[src/rtl/sha1_msg_padder_pkg.sv]
// Shared types and constants for the SHA-1 message padder.
package sha1_msg_padder_pkg;

  typedef enum logic [2:0] {
    ST_IDLE,
    ST_MSG,
    ST_PAD,
    ST_LEN_HI,
    ST_LEN_LO
  } state_e;

  localparam logic [7:0]  SHA1_PAD_BYTE    = 8'h80;
  localparam int unsigned SHA1_BLOCK_WORDS = 16;
  localparam int unsigned SHA1_LEN_WORDS   = 2;

  // Keep the top r message bytes of a big-endian word and append the 0x80 marker.
  function automatic logic [31:0] pad_partial(input logic [31:0] word, input logic [1:0] r);
    case (r)
      2'd1:    return {word[31:24], SHA1_PAD_BYTE, 16'h0000};
      2'd2:    return {word[31:16], SHA1_PAD_BYTE, 8'h00};
      2'd3:    return {word[31:8],  SHA1_PAD_BYTE};
      default: return {SHA1_PAD_BYTE, 24'h00_0000};
    endcase
  endfunction

endpackage

[src/rtl/sha1_msg_padder_if.sv]
// Streaming/control bundle between the SHA-1 padder and its neighbours.
interface sha1_msg_padder_if #(
  parameter int unsigned LEN_W = 32
);
  logic             start;
  logic [LEN_W-1:0] message_size;
  logic [31:0]      in_data;
  logic             in_valid;
  logic             in_ready;
  logic [31:0]      out_data;
  logic             out_valid;
  logic             out_ready;
  logic             out_block_last;
  logic             out_msg_last;
  logic             busy;
  logic [31:0]      padding_length;

  modport master (
    output start, message_size, in_data, in_valid, out_ready,
    input  in_ready, out_data, out_valid, out_block_last, out_msg_last, busy, padding_length
  );

  modport slave (
    input  start, message_size, in_data, in_valid, out_ready,
    output in_ready, out_data, out_valid, out_block_last, out_msg_last, busy, padding_length
  );
endinterface

[src/rtl/sha1_msg_padder_len_calc.sv]
// Combinational message length -> padded geometry: word count N, Q = L>>2, R = L[1:0], pad bytes T-L.
module sha1_msg_padder_len_calc #(
  parameter int unsigned LEN_W = 32
) (
  input  logic [LEN_W-1:0] i_len,
  output logic [LEN_W-2:0] o_n,
  output logic [LEN_W-2:0] o_q,
  output logic [1:0]       o_r,
  output logic [31:0]      o_pad_len
);
  localparam int unsigned CW = LEN_W + 1;

  logic [CW-1:0] w_l;
  logic [CW-1:0] w_t;

  // One extra bit keeps T exact for lengths close to 2^LEN_W.
  assign w_l       = CW'(i_len);
  assign w_t       = (((w_l + CW'(8)) >> 6) + CW'(1)) << 6;
  assign o_n       = (LEN_W-1)'(w_t >> 2);
  assign o_q       = (LEN_W-1)'(w_l >> 2);
  assign o_r       = i_len[1:0];
  assign o_pad_len = 32'(w_t - w_l);

endmodule

[src/rtl/sha1_msg_padder.sv]
// SHA-1 message padder: passes message words through, then appends 0x80, zero fill and the 64-bit bit length.
module sha1_msg_padder
  import sha1_msg_padder_pkg::*;
#(
  parameter int unsigned LEN_W = 32
) (
  input logic               clk,
  input logic               reset,
  sha1_msg_padder_if.slave  bus
);
  localparam int unsigned WW = LEN_W - 1;

  state_e           r_state;
  state_e           w_state_nxt;
  logic [LEN_W-1:0] r_len;
  logic [WW-1:0]    r_w;
  logic [WW-1:0]    r_n;
  logic [WW-1:0]    r_q;
  logic [1:0]       r_r;
  logic [31:0]      r_out_data;
  logic             r_out_valid;
  logic             r_block_last;
  logic             r_msg_last;
  logic             r_busy;
  logic [31:0]      r_pad_len;

  logic [WW-1:0]    w_n;
  logic [WW-1:0]    w_q;
  logic [1:0]       w_r;
  logic [31:0]      w_pad_len;
  logic [63:0]      w_bitlen;
  logic             w_adv;
  logic             w_start;
  logic             w_pad_end;
  logic             w_load;
  logic             w_done;
  logic [31:0]      w_data_nxt;
  logic             w_msg_last_nxt;

  sha1_msg_padder_len_calc #(.LEN_W(LEN_W)) u_len_calc (
    .i_len    (bus.message_size),
    .o_n      (w_n),
    .o_q      (w_q),
    .o_r      (w_r),
    .o_pad_len(w_pad_len)
  );

  assign w_adv     = !r_out_valid || bus.out_ready;
  assign w_start   = (r_state == ST_IDLE) && bus.start;
  assign w_bitlen  = 64'(r_len) << 3;
  // Next word to load is the first of the two length words.
  assign w_pad_end = (r_w + WW'(1)) == (r_n - WW'(SHA1_LEN_WORDS));

  assign bus.in_ready       = (r_state == ST_MSG) && w_adv;
  assign bus.out_data       = r_out_data;
  assign bus.out_valid      = r_out_valid;
  assign bus.out_block_last = r_block_last;
  assign bus.out_msg_last   = r_msg_last;
  assign bus.busy           = r_busy;
  assign bus.padding_length = r_pad_len;

  // State register
  always_ff @(posedge clk) begin
    if (reset) r_state <= ST_IDLE;
    else       r_state <= w_state_nxt;
  end

  // Next-state logic
  always_comb begin
    w_state_nxt = r_state;
    case (r_state)
      ST_IDLE: begin
        if (bus.start) w_state_nxt = (bus.message_size != '0) ? ST_MSG : ST_PAD;
      end
      ST_MSG: begin
        if (w_load) begin
          if (r_w == r_q)                              w_state_nxt = w_pad_end ? ST_LEN_HI : ST_PAD;
          else if (r_r == 2'd0 && r_w + WW'(1) == r_q) w_state_nxt = ST_PAD;
        end
      end
      ST_PAD:    if (w_load && w_pad_end) w_state_nxt = ST_LEN_HI;
      ST_LEN_HI: if (w_load) w_state_nxt = ST_LEN_LO;
      ST_LEN_LO: if (w_done) w_state_nxt = ST_IDLE;
      default:   w_state_nxt = ST_IDLE;
    endcase
  end

  // Output-word selection for the next output-register load
  always_comb begin
    w_load         = 1'b0;
    w_done         = 1'b0;
    w_data_nxt     = r_out_data;
    w_msg_last_nxt = 1'b0;
    case (r_state)
      ST_MSG: begin
        if (w_adv && bus.in_valid) begin
          w_load     = 1'b1;
          w_data_nxt = (r_w == r_q) ? pad_partial(bus.in_data, r_r) : bus.in_data;
        end
      end
      ST_PAD: begin
        if (w_adv) begin
          w_load     = 1'b1;
          w_data_nxt = (r_w == r_q && r_r == 2'd0) ? {SHA1_PAD_BYTE, 24'h00_0000} : 32'h0;
        end
      end
      ST_LEN_HI: begin
        if (w_adv) begin
          w_load     = 1'b1;
          w_data_nxt = w_bitlen[63:32];
        end
      end
      ST_LEN_LO: begin
        // Final word already loaded: its consumption ends the message.
        if (w_adv) begin
          if (r_msg_last) begin
            w_done = 1'b1;
          end else begin
            w_load         = 1'b1;
            w_data_nxt     = w_bitlen[31:0];
            w_msg_last_nxt = 1'b1;
          end
        end
      end
      default: ;
    endcase
  end

  // Output register, word counter and latched message geometry
  always_ff @(posedge clk) begin
    if (reset) begin
      r_len        <= '0;
      r_w          <= '0;
      r_n          <= '0;
      r_q          <= '0;
      r_r          <= '0;
      r_out_data   <= '0;
      r_out_valid  <= 1'b0;
      r_block_last <= 1'b0;
      r_msg_last   <= 1'b0;
      r_busy       <= 1'b0;
      r_pad_len    <= '0;
    end else begin
      if (w_start) begin
        r_len     <= bus.message_size;
        r_n       <= w_n;
        r_q       <= w_q;
        r_r       <= w_r;
        r_pad_len <= w_pad_len;
        r_w       <= '0;
        r_busy    <= 1'b1;
      end else if (w_load) begin
        r_w <= r_w + WW'(1);
      end

      if (w_load) begin
        r_out_data   <= w_data_nxt;
        r_out_valid  <= 1'b1;
        r_block_last <= (r_w[3:0] == 4'(SHA1_BLOCK_WORDS - 1));
        r_msg_last   <= w_msg_last_nxt;
      end else if (w_adv) begin
        r_out_valid  <= 1'b0;
        r_block_last <= 1'b0;
        r_msg_last   <= 1'b0;
      end

      if (w_done) r_busy <= 1'b0;
    end
  end

endmodule

[src/flat_wrapper.sv]
// flat-port wrapper written by rule: the top's interface ports become plain ports
module sha1_msg_padder_flat import sha1_msg_padder_pkg::*;
#(
  parameter int unsigned LEN_W = 32
)
  (clk, reset, bus_start, bus_message_size, bus_in_data, bus_in_valid, bus_out_ready, bus_in_ready, bus_out_data, bus_out_valid, bus_out_block_last, bus_out_msg_last, bus_busy, bus_padding_length);
  sha1_msg_padder_if #(.LEN_W(LEN_W)) bus_i ();
  input logic clk;
  input logic reset;
  input wire logic [$bits(bus_i.start)-1:0] bus_start;
  input wire logic [$bits(bus_i.message_size)-1:0] bus_message_size;
  input wire logic [$bits(bus_i.in_data)-1:0] bus_in_data;
  input wire logic [$bits(bus_i.in_valid)-1:0] bus_in_valid;
  input wire logic [$bits(bus_i.out_ready)-1:0] bus_out_ready;
  output wire logic [$bits(bus_i.in_ready)-1:0] bus_in_ready;
  output wire logic [$bits(bus_i.out_data)-1:0] bus_out_data;
  output wire logic [$bits(bus_i.out_valid)-1:0] bus_out_valid;
  output wire logic [$bits(bus_i.out_block_last)-1:0] bus_out_block_last;
  output wire logic [$bits(bus_i.out_msg_last)-1:0] bus_out_msg_last;
  output wire logic [$bits(bus_i.busy)-1:0] bus_busy;
  output wire logic [$bits(bus_i.padding_length)-1:0] bus_padding_length;
  assign bus_i.start = bus_start;
  assign bus_i.message_size = bus_message_size;
  assign bus_i.in_data = bus_in_data;
  assign bus_i.in_valid = bus_in_valid;
  assign bus_i.out_ready = bus_out_ready;
  assign bus_in_ready = bus_i.in_ready;
  assign bus_out_data = bus_i.out_data;
  assign bus_out_valid = bus_i.out_valid;
  assign bus_out_block_last = bus_i.out_block_last;
  assign bus_out_msg_last = bus_i.out_msg_last;
  assign bus_busy = bus_i.busy;
  assign bus_padding_length = bus_i.padding_length;
  sha1_msg_padder #(.LEN_W(LEN_W)) u_core (.clk(clk), .reset(reset), .bus(bus_i));
endmodule
[config.mk]
export PLATFORM = sky130hd
export DESIGN_NAME = sha1_msg_padder_flat
export DESIGN_NICKNAME = d
export VERILOG_FILES = /design/src/rtl/sha1_msg_padder_pkg.sv /design/src/rtl/sha1_msg_padder_if.sv /design/src/rtl/sha1_msg_padder_len_calc.sv /design/src/rtl/sha1_msg_padder.sv /design/src/flat_wrapper.sv
export SDC_FILE = /design/constraint.sdc
export NUM_CORES = 1
export LEC_CHECK = 0
export CAP_MARGIN = 5
export CORE_MARGIN = 2
export CORE_UTILIZATION = 44
export CTS_CLUSTER_SIZE = 40
export DETAILED_ROUTE_END_ITERATION = 7
export PLACE_DENSITY = 0.65
export SYNTH_ARGS = -nofsm -noshare
export SYNTH_HDL_FRONTEND = slang
export SYNTH_SLANG_ARGS = --single-unit
[constraint.sdc]
create_clock -name clk -period 12 [get_ports clk]
set_input_delay 3 -clock clk [delete_from_list [all_inputs] [get_ports clk]]
set_output_delay 3 -clock clk [all_outputs]
set_load 0.01 [all_outputs]
==> results of run 1 <==
[state kept, by name (all words and copies together), names as in the netlist]
name and count:
u_core.r_q 1, u_core.r_state 3, u_core.bus.padding_length 31, u_core.bus.out_data 32
u_core.r_n 27, u_core.r_len 30, u_core.bus.out_msg_last 1, u_core.bus.out_block_last 1
u_core.r_w 31, u_core.r_r 1, u_core.bus.busy 1, u_core.bus.out_valid 1
[kinds of logic after synthesis]
group | Yosys count
muxes | 7
DFF | 160
AOI/OAI and AO/OA | 260
buffers and inverters | 138
and+or+nand+nor | 618
adders and majority gates | 33
xor gates and xnor gates | 187
[power by group through the flow]
stage          sequential (mW)  clock (mW)  combinational [mW]
2_1_floorplan            0.659           0               0.359
3_5_place_dp             0.672           0               0.561
6_report                 0.662       0.572               0.567
5_1_grt                  0.669       0.599               0.624
3_3_place_gp             0.671           0               0.560
4_1_cts                  0.660       0.579               0.565
[layer usage]
metal	global-route usage	routed length [µm]	share of wire	vias to the layer above
met4	0.1062	1224	0.034	0
met3	0.04182	2247	0.062	63
met2	0.4416	16290	0.45	423
met5	0	0	0	-
li1	-	-	-	5103
met1	0.3986	16560	0.46	4964
[worst paths after layout]
| kind | start | depth (start not counted) | to |
|---|---|---|---|
| max | bus_out_ready | 4 | bus_in_ready |
| min | u_core.bus.padding_length[24] | 2 | u_core.bus.padding_length[24] |
| max reg2reg | u_core.r_w[5] | 9 | u_core.r_state[0] |
| min reg2reg | u_core.bus.padding_length[24] | 2 | u_core.bus.padding_length[24] |
[cell usage in the layout, fill, tap and decap left out, types with 6 or more instances in the layout]
cell                              count
sky130_fd_sc_hd__nand2_1            178
sky130_fd_sc_hd__nor2_1             163
sky130_fd_sc_hd__dfxtp_1            160
sky130_fd_sc_hd__clkdlybuf4s50_1    136
sky130_fd_sc_hd__xnor2_1            115
sky130_fd_sc_hd__a21oi_1             90
sky130_fd_sc_hd__nor3_1              86
sky130_fd_sc_hd__xor2_1              65
sky130_fd_sc_hd__inv_1               44
sky130_fd_sc_hd__nand3_1             40
sky130_fd_sc_hd__nor4_1              31
sky130_fd_sc_hd__o21ai_0             31
sky130_fd_sc_hd__ha_1                30
sky130_fd_sc_hd__nand4_1             29
sky130_fd_sc_hd__a221oi_1            29
sky130_fd_sc_hd__clkbuf_16           17
sky130_fd_sc_hd__and3_1              16
sky130_fd_sc_hd__or3_1               13
sky130_fd_sc_hd__a211oi_1            13
sky130_fd_sc_hd__a21o_1              13
sky130_fd_sc_hd__or4_1               11
sky130_fd_sc_hd__o21bai_1            10
sky130_fd_sc_hd__a22o_1               9
sky130_fd_sc_hd__and4_1               8
sky130_fd_sc_hd__o211ai_1             8
sky130_fd_sc_hd__mux2i_1              7
sky130_fd_sc_hd__nand2b_1             7
sky130_fd_sc_hd__a31oi_1              7
sky130_fd_sc_hd__buf_4                7
sky130_fd_sc_hd__or2_2                6
[cell type report]
class	count	area (µm²)	area share
clock buffers	17	425.4	0.03341
inverters	46	172.7	0.01356
flip-flops and latches	160	3203	0.2515
clock inverters	14	171.4	0.01346
repair buffers	143	1414	0.1110
multi-input cells	1105	6949	0.5457
well taps	319	399.1	0.03134
[per-stage QoR]
stage               hold WS, ns  total power, mW  instance area (µm²)
detailed placement       0.4437            1.233                12140
global placement         0.4382            1.231                12140
floorplan                0.4444            1.018                10670
CTS                      0.4600            1.805                12730
global route             0.4787            1.892                12730
finish                   0.4548            1.801                12730
[tightest hold or removal path, delay by kind of cell, from the launching register on]
kind               cells  cell delay [ns]
DFF                    1             0.31
and+or+nand+nor        1             0.05
AOI/OAI and AO/OA      1             0.05
==> results.toml, run 1 <==
[status]
status = "complete, no violations"

[floorplan]
core_area_um2 = 23610
floorplan.die_area_um2 = 25520
die_width_um = 159.7
top_level_port_count = 138
rows = 56
initial_core_util = 0.4519
chipHeight_um = 159.7

[layout]
layout.nets = 1572
fin_cells = 1804
utilization = 0.5393
insertedDiodeCount = 0
final_layout_size_suffix_gt1_frac = 0.03973
fillers = 2349
areaGrowthSynthToFinish_pct = 19.33

[timing]
achievable-frequency_mhz = 132.2
final.setup_skew_ns = 0.01426
finalHoldViolations = 0
final.min_clock_period_ns = 7.562
rsz0062_at_grt = "no"
final_critical_path_setup_slack_ns = 4.438
worst_slew_margin_rel = 0.2809
final-max-slew-violation-count = 0
totalNegativeSetupSlack_ns = 0
fin_crit_sh = 0.6301
setup_viol = 0
tightest_slew_ns = 1.076

[power]
power.share.switching = 0.3564
power_density_nw_per_um2 = 141.4
net-switching-power_mw = 0.6418
power.share.combinational = 0.315
clockPowerShare = 0.318
worst_ir_drop_vdd_uv = 84.27
total_leakage_power_nw = 4.683
share_seq_of_total_power = 0.368
p_int_mw = 1.159

[setup_path]
cp_cell_sequence = "clkdlybuf4s50_1 -> nor2b_1 -> nor2_1 -> clkdlybuf4s50_1"
critical_path.endpoint_type = "output port"
worstPathRequired_ns = 9.00
cpLargestDelayFamily = "buffers and inverters"
worst-endpoint-arrival_ns = 4.56
cpMaxStageDelayCell = "sky130_fd_sc_hd__nor2b_1"
crit_path_start_kind = "primary input"
crit_path_frequent_cell = "sky130_fd_sc_hd__clkdlybuf4s50_1"
crit_path_max_fanout = 8
max_stage_delay_ns = 0.53
r2r_setup_slack_ns = 8.09
critPathBufInv = 2
setup.worst_path.class = "primary input to output port"

[cts]
clk-insertion-delay-late_ns = 0.44
cts_max_path_buffers = 2
cts_made_buffers = 17
cts_hold_repair.buffers = 0
cts_repair_resize_count = 0
post_cts.repair.setup_buffers = 0
h-tree-depth = 4
tritoncts = "built"
tritoncts_num_sinks = 160
worst_setup_hold_path_clk_slew_ns = 0.07
clock_root_buffer = "sky130_fd_sc_hd__clkbuf_16"

[yosys]
synth.area.top_cells = "sky130_fd_sc_hd__dfxtp_1 (30%), sky130_fd_sc_hd__xnor2_1 (9.4%), sky130_fd_sc_hd__nand2_1 (6.3%), sky130_fd_sc_hd__nor2_1 (5.8%), sky130_fd_sc_hd__xor2_1 (5.3%)"
synth.avg_cell_area_um2 = 7.606
yosysUniqueCellTypes = 82
synth_fp_nets = 1502
yosysMostFrequentCell = "sky130_fd_sc_hd__nand2_1"
synth_simple_gate_area_frac = 0.2768
post_synth_edffs = 0
synth-xor-area-share = 0.1620
synthFlopType = "sky130_fd_sc_hd__dfxtp_1"
synthMuxAreaShare = 0.006566
netlist_instances = 1403
adder_cell_area_share_of_the_yosys_netlist = 0.03799
post_synth_instance_area_um2 = 10670
synth-compound-area-share = 0.1650
yosys-top-cells-count = "sky130_fd_sc_hd__nand2_1 (178), sky130_fd_sc_hd__nor2_1 (164), sky130_fd_sc_hd__dfxtp_1 (160)"
async_set_or_reset_flop_fraction_in_the_synthesized_netlist = 0
post_synthesis_cell_type_with_the_largest_combined_area = "sky130_fd_sc_hd__dfxtp_1"
combinational_family_with_the_most_area_after_synthesis = "simple AND/OR/NAND/NOR gates"
share_of_the_synthesized_area_in_the_top_cell_type = 0.3002
seq_area_frac_synth = 0.3002
yosysWarnings = 0
synth.ff_latch_count = 160

[drt]
detailroute.via_count = 10550
route.detailed.drc = 0
drt-wirelength-per-cell_um = 20.14
ant_nets = 0
detailedRoute.firstIterationViolations = 859
drt_pre_antenna_iters = 5
routed_via_density = 5.850
finalWirelength_um = 36330

[placed_design]
gpl.final_weighted_congestion = 0.9760
portBuffers = 137
place.detailed.hpwl_um = 27690
place_inst = 1773
pre_cts_slack_ns = 4.235

[global_routing]
groute.usage.overall = 0.2841
grt_overflow_total = 0
grt_pass1_wl_um = 57190
first_global_vias = 9944
pin_count_of_the_biggest_net_entering_global_routing = 85
initial_antenna_violation_count = 0

[worst_hold_path]
worstHoldPathType = "register to register"

[run]
max_cap_viol_count = 0
No activity file was read; power rests on OpenSTA's default activity.
==> run 2: changes to the inputs <==
==> constraint.sdc (replaced) <==
create_clock -name clk -period 7 [get_ports clk]
set_input_delay 1.75 -clock clk [delete_from_list [all_inputs] [get_ports clk]]
set_output_delay 1.75 -clock clk [all_outputs]
set_load 0.01 [all_outputs]
==> run 2 against run 1 <==
Compared with the run above:
- critical path depth rose by 15
- die area unchanged
- largest cell class unchanged
- largest power group unchanged
- sequential cell count unchanged
- first-iteration DRC count grew 2.0%
==> results.toml, run 2 (synthesis gave the netlist of run 1 again) <==
[drt]
detailedRoute.firstIterationViolations = 876
ant_nets = 0
finalWirelength_um = 36270
drt_pre_antenna_iters = 5
route.detailed.drc = 0
drt-wirelength-per-cell_um = 20.10
routed_via_density = 5.874
detailroute.via_count = 10600

[worst_hold_path]
worstHoldPathType = "register to register"

[status]
status = "complete, no violations"

[placed_design]
pre_cts_slack_ns = 0.4790
gpl.final_weighted_congestion = 0.9652
portBuffers = 137
place_inst = 1773
dpl-instance-area_um2 = 12140
place.detailed.hpwl_um = 27750

[setup_path]
cp_cell_sequence = "clkdlybuf4s50_1 -> nand3_1 -> ha_1 -> ha_1 -> o2111a_1 -> o211ai_1 -> nor3_1 -> and3_1 -> xnor2_1 -> ha_1 -> a21o_1 -> a21o_1 -> a21oi_1 -> o21ai_0 -> a21o_1 -> a211oi_1 -> o21ai_0 -> xor2_1 -> a22o_1"
crit_path_start_kind = "primary input"
setup.worst_path.class = "primary input to register"
cpMaxStageDelayCell = "sky130_fd_sc_hd__clkdlybuf4s50_1"
worstPathRequired_ns = 7.34
max_stage_delay_ns = 0.57
critical_path.endpoint_type = "register"
crit_path_max_fanout = 6
worst-endpoint-arrival_ns = 6.47

[timing]
tightest_slew_ns = 1.082
totalNegativeSetupSlack_ns = 0
setup_viol = 0
fin_crit_sh = 0.8768
finalHoldViolations = 0
hold_ws_ns = 0.4568
achievable-frequency_mhz = 162.9
final.setup_skew_ns = 0.01300
worst_slew_margin_rel = 0.2767
final.min_clock_period_ns = 6.137
rsz0062_at_grt = "no"
final_critical_path_setup_slack_ns = 0.8627
final-max-slew-violation-count = 0

[cts]
clk-insertion-delay-late_ns = 0.44
post_cts.repair.setup_buffers = 0
worst_setup_hold_path_clk_slew_ns = 0.08
cts_repair_resize_count = 0
cts_max_path_buffers = 2
cts_made_buffers = 17
tritoncts_num_sinks = 160
clock_root_buffer = "sky130_fd_sc_hd__clkbuf_16"
tritoncts = "built"
cts_hold_repair.buffers = 0
h-tree-depth = 4

[floorplan]
chipHeight_um = 159.7
rows = 56
die_width_um = 159.7
top_level_port_count = 138
initial_core_util = 0.4519
core_area_um2 = 23610
floorplan.die_area_um2 = 25520

[global_routing]
first_global_vias = 9901
groute.usage.overall = 0.2812
grt_pass1_wl_um = 56520
initial_antenna_violation_count = 0
pin_count_of_the_biggest_net_entering_global_routing = 85
grt_overflow_total = 0

[layout]
utilization = 0.5400
areaGrowthSynthToFinish_pct = 19.49
layout.nets = 1572
fin_cells = 1805
final_layout_size_suffix_gt1_frac = 0.04038
fillers = 2314
layout_commonest_cell = "sky130_fd_sc_hd__nand2_1"
final_cell_mix = "sky130_fd_sc_hd__nand2_1 (178), sky130_fd_sc_hd__nor2_1 (163), sky130_fd_sc_hd__dfxtp_1 (160)"
largest_register_ff_count = 32
design_area_um2 = 12750
insertedDiodeCount = 0

[power]
worst_ir_drop_vdd_uv = 150.4
power_density_nw_per_um2 = 242.1
total_leakage_power_nw = 4.689
total_power_mw = 3.087

[run]
max_cap_viol_count = 0
run 2: cell types whose count changed in the layout (fill, tap and decap cells not counted):
| cell | previous run | this run |
|---|---|---|
| sky130_fd_sc_hd__inv_6 | 5 | 1 |
| sky130_fd_sc_hd__inv_8 | 2 | 6 |
| sky130_fd_sc_hd__clkinv_8 | 1 | 3 |
| sky130_fd_sc_hd__bufinv_16 | 2 | 1 |
| sky130_fd_sc_hd__clkinv_2 | 1 | 0 |
| sky130_fd_sc_hd__clkinv_4 | 1 | 2 |
run 2: power by group:
group | internal, mW | total [mW] | switching (mW) | leakage (nW)
clock | 0.516 | 0.977 | 0.462 | 0.294
combinational | 0.436 | 0.975 | 0.539 | 3.09
sequential | 1.01 | 1.14 | 0.121 | 1.31
total | 1.97 | 3.09 | 1.12 | 4.69
run 2: final timing paths:
kind | startpoint | to | slack, ns | depth (start not counted)
min reg2reg | u_core.bus.padding_length[27] | u_core.bus.padding_length[27] | 0.46 | 2
max | bus_message_size[4] | u_core.bus.padding_length[29] | 0.86 | 19
max reg2reg | u_core.r_w[5] | u_core.r_state[0] | 3.16 | 9
min | u_core.bus.padding_length[27] | u_core.bus.padding_length[27] | 0.46 | 2
run 2: routing by layer:
| metal | wire length (µm) | track usage |
|---|---|---|
| met5 | 0 | 0 |
| met4 | 1493 | 0.1211 |
| met3 | 2183 | 0.03584 |
| met2 | 16230 | 0.4325 |
| met1 | 16370 | 0.3954 |
run 2: worst max-delay path: cells and delay by family:
kind,cells,cell delay [ns]
and+or+nand+nor,3,0.47
buffers and inverters,1,0.57
adders and majority gates,3,0.99
AOI/OAI and AO/OA,10,2.29
xor gates and xnor gates,2,0.40
run 2: cell type report:
cell class,count,area [µm²],share of cell area
Multi-Input combinational cell,1105,6949,0.5450
Tap cell,319,399.1,0.03130
Clock inverter,15,187.7,0.01472
Timing Repair Buffer,143,1414,0.1109
Sequential cell,160,3203,0.2512
Clock buffer,17,425.4,0.03336
Inverter,46,172.7,0.01354
==> run 3: changes to the inputs <==
--- a/config.mk
+++ b/config.mk
@@ -5,12 +5,13 @@
 export SDC_FILE = /design/constraint.sdc
 export NUM_CORES = 1
 export LEC_CHECK = 0
-export CAP_MARGIN = 5
+export CAP_MARGIN = 10
 export CORE_MARGIN = 2
 export CORE_UTILIZATION = 44
 export CTS_CLUSTER_SIZE = 40
 export DETAILED_ROUTE_END_ITERATION = 7
 export PLACE_DENSITY = 0.65
+export SLEW_MARGIN = 20
 export SYNTH_ARGS = -nofsm -noshare
 export SYNTH_HDL_FRONTEND = slang
 export SYNTH_SLANG_ARGS = --single-unit
==> run 3 against run 2 <==
Compared with the run above:
- maximum frequency is 0.37% lower
- total power about the same
- worst setup slack got worse by 0.023 ns
- worst hold slack improved by 0.00056 ns
- die area stayed put
- largest power group unchanged
- highest routed layer unchanged
==> results.toml, run 3 (synthesis gave the netlist of run 1 again) <==
[placed_design]
pre_cts_slack_ns = 0.4790
portBuffers = 137
gpl.final_weighted_congestion = 0.9652
dpl-instance-area_um2 = 12140
place.detailed.hpwl_um = 27750

[global_routing]
initial_antenna_violation_count = 0
grt_pass1_wl_um = 56520
groute.usage.overall = 0.2812
pin_count_of_the_biggest_net_entering_global_routing = 85
grt_overflow_total = 0
first_global_vias = 9901

[cts]
worst_setup_hold_path_clk_slew_ns = 0.08
cts_repair_resize_count = 0
cts_hold_repair.buffers = 0
tritoncts_num_sinks = 160
h-tree-depth = 4
clk-insertion-delay-late_ns = 0.44
clock_root_buffer = "sky130_fd_sc_hd__clkbuf_16"
cts_made_buffers = 17
cts_max_path_buffers = 2
tritoncts = "built"
post_cts.repair.setup_buffers = 0

[timing]
hold_ws_ns = 0.4573
final-max-slew-violation-count = 0
finalHoldViolations = 0
rsz0062_at_grt = "no"
worst_slew_margin_rel = 0.3830
totalNegativeSetupSlack_ns = 0
fin_crit_sh = 0.8800
final.min_clock_period_ns = 6.160
setup_viol = 0
final.setup_skew_ns = 0.01285
achievable-frequency_mhz = 162.3
tightest_slew_ns = 0.9171
final_critical_path_setup_slack_ns = 0.8399

[layout]
design_area_um2 = 12750
areaGrowthSynthToFinish_pct = 19.51
insertedDiodeCount = 0
layout.nets = 1572
largest_register_ff_count = 32
layout_commonest_cell = "sky130_fd_sc_hd__nand2_1"
final_cell_mix = "sky130_fd_sc_hd__nand2_1 (177), sky130_fd_sc_hd__nor2_1 (163), sky130_fd_sc_hd__dfxtp_1 (160)"
final_layout_size_suffix_gt1_frac = 0.04105

[drt]
route.detailed.drc = 0
detailroute.via_count = 10640
drt-wirelength-per-cell_um = 20.10
finalWirelength_um = 36280
routed_via_density = 5.894
drt_pre_antenna_iters = 5
detailedRoute.firstIterationViolations = 880
ant_nets = 0

[floorplan]
die_width_um = 159.7
top_level_port_count = 138
rows = 56
floorplan.die_area_um2 = 25520
core_area_um2 = 23610
initial_core_util = 0.4519
chipHeight_um = 159.7

[setup_path]
max_stage_delay_ns = 0.58
cp_cell_sequence = "clkdlybuf4s50_1 -> and4_1 -> xnor2_1 -> ha_1 -> o2111a_1 -> o211ai_1 -> nor3_1 -> and3_1 -> xnor2_1 -> ha_1 -> a21o_1 -> a21o_1 -> a21oi_1 -> o21ai_0 -> a21o_1 -> a211oi_1 -> o21ai_0 -> xor2_1 -> a22o_1"
cpMaxStageDelayCell = "sky130_fd_sc_hd__clkdlybuf4s50_1"
worst-endpoint-arrival_ns = 6.50
critical_path.endpoint_type = "register"
crit_path_frequent_cell = "sky130_fd_sc_hd__a21o_1"
worstPathRequired_ns = 7.34
setup.worst_path.class = "primary input to register"
critPathBufInv = 1
cpLargestDelayFamily = "compound AO/OA/AOI/OAI gates"
crit_path_max_fanout = 6
crit_path_start_kind = "primary input"

[power]
power_density_nw_per_um2 = 242.0
worst_ir_drop_vdd_uv = 150.4
total_leakage_power_nw = 4.689

[status]
status = "complete, no violations"

[run]
max_cap_viol_count = 0

[worst_hold_path]
worstHoldPathType = "register to register"
## run 3: cell counts in the layout (fill, tap and decap cells not counted)
Identical to the previous run, type by type.
## run 3: metrics by stage
| step | utilization | power [mW] | instances |
|---|---|---|---|
| 2_1_floorplan | - | 1.745 | 1403 |
| 3_3_place_gp | 0.5140 | 2.112 | 1773 |
| 3_5_place_dp | 0.5140 | 2.117 | 1773 |
| 4_1_cts | 0.5400 | 3.091 | 1805 |
| 5_1_grt | 0.5401 | 3.237 | 1805 |
| 6_report | 0.5401 | 3.087 | 1805 |
## run 3: worst paths after layout
check                                startpoint                       endpoint  slack [ns]  cells past startpoint
setup / recovery            bus_message_size[4]  u_core.bus.padding_length[29]        0.84                     19
hold reg to reg   u_core.bus.padding_length[27]  u_core.bus.padding_length[27]        0.46                      2
hold / removal    u_core.bus.padding_length[27]  u_core.bus.padding_length[27]        0.46                      2
setup reg to reg                  u_core.r_w[5]              u_core.r_state[0]        3.13                      9
## run 3: worst reg2reg max path, stage by stage (launching register included)
cell	delay [ns]
sky130_fd_sc_hd__dfxtp_1	0.64
sky130_fd_sc_hd__nand4_1	0.39
sky130_fd_sc_hd__or4_1	0.73
sky130_fd_sc_hd__nor4_1	0.41
sky130_fd_sc_hd__a32oi_1	0.22
sky130_fd_sc_hd__a2111oi_0	0.54
sky130_fd_sc_hd__nand4b_1	0.15
sky130_fd_sc_hd__o31a_1	0.33
sky130_fd_sc_hd__nor3_1	0.26
sky130_fd_sc_hd__nor3b_2	0.08
## run 3: routing by layer
layer  up-vias  wire [µm]  global-route usage
li1       5116          -                   -
met1      4994      16040              0.3954
met2       454      16260              0.4325
met3        74       2469             0.03584
met4         0       1500              0.1211
met5         -          0                   0
## run 3: layout make-up
cell class / count / area, µm²
Timing Repair Buffer: 143 / 1414
Inverter: 46 / 172.7
Multi-Input combinational cell: 1105 / 6952
Fill cell: 2314 / 10860
Clock inverter: 15 / 187.7
Sequential cell: 160 / 3203
Clock buffer: 17 / 425.4
Tap cell: 319 / 399.1
## run 3: power breakdown
group / total, mW / internal (mW) / leakage, nW / switching (mW)
clock network: 0.977 / 0.515 / 0.294 / 0.461
registers: 1.14 / 1.01 / 1.31 / 0.121
logic: 0.974 / 0.436 / 3.09 / 0.538
total: 3.09 / 1.97 / 4.69 / 1.12
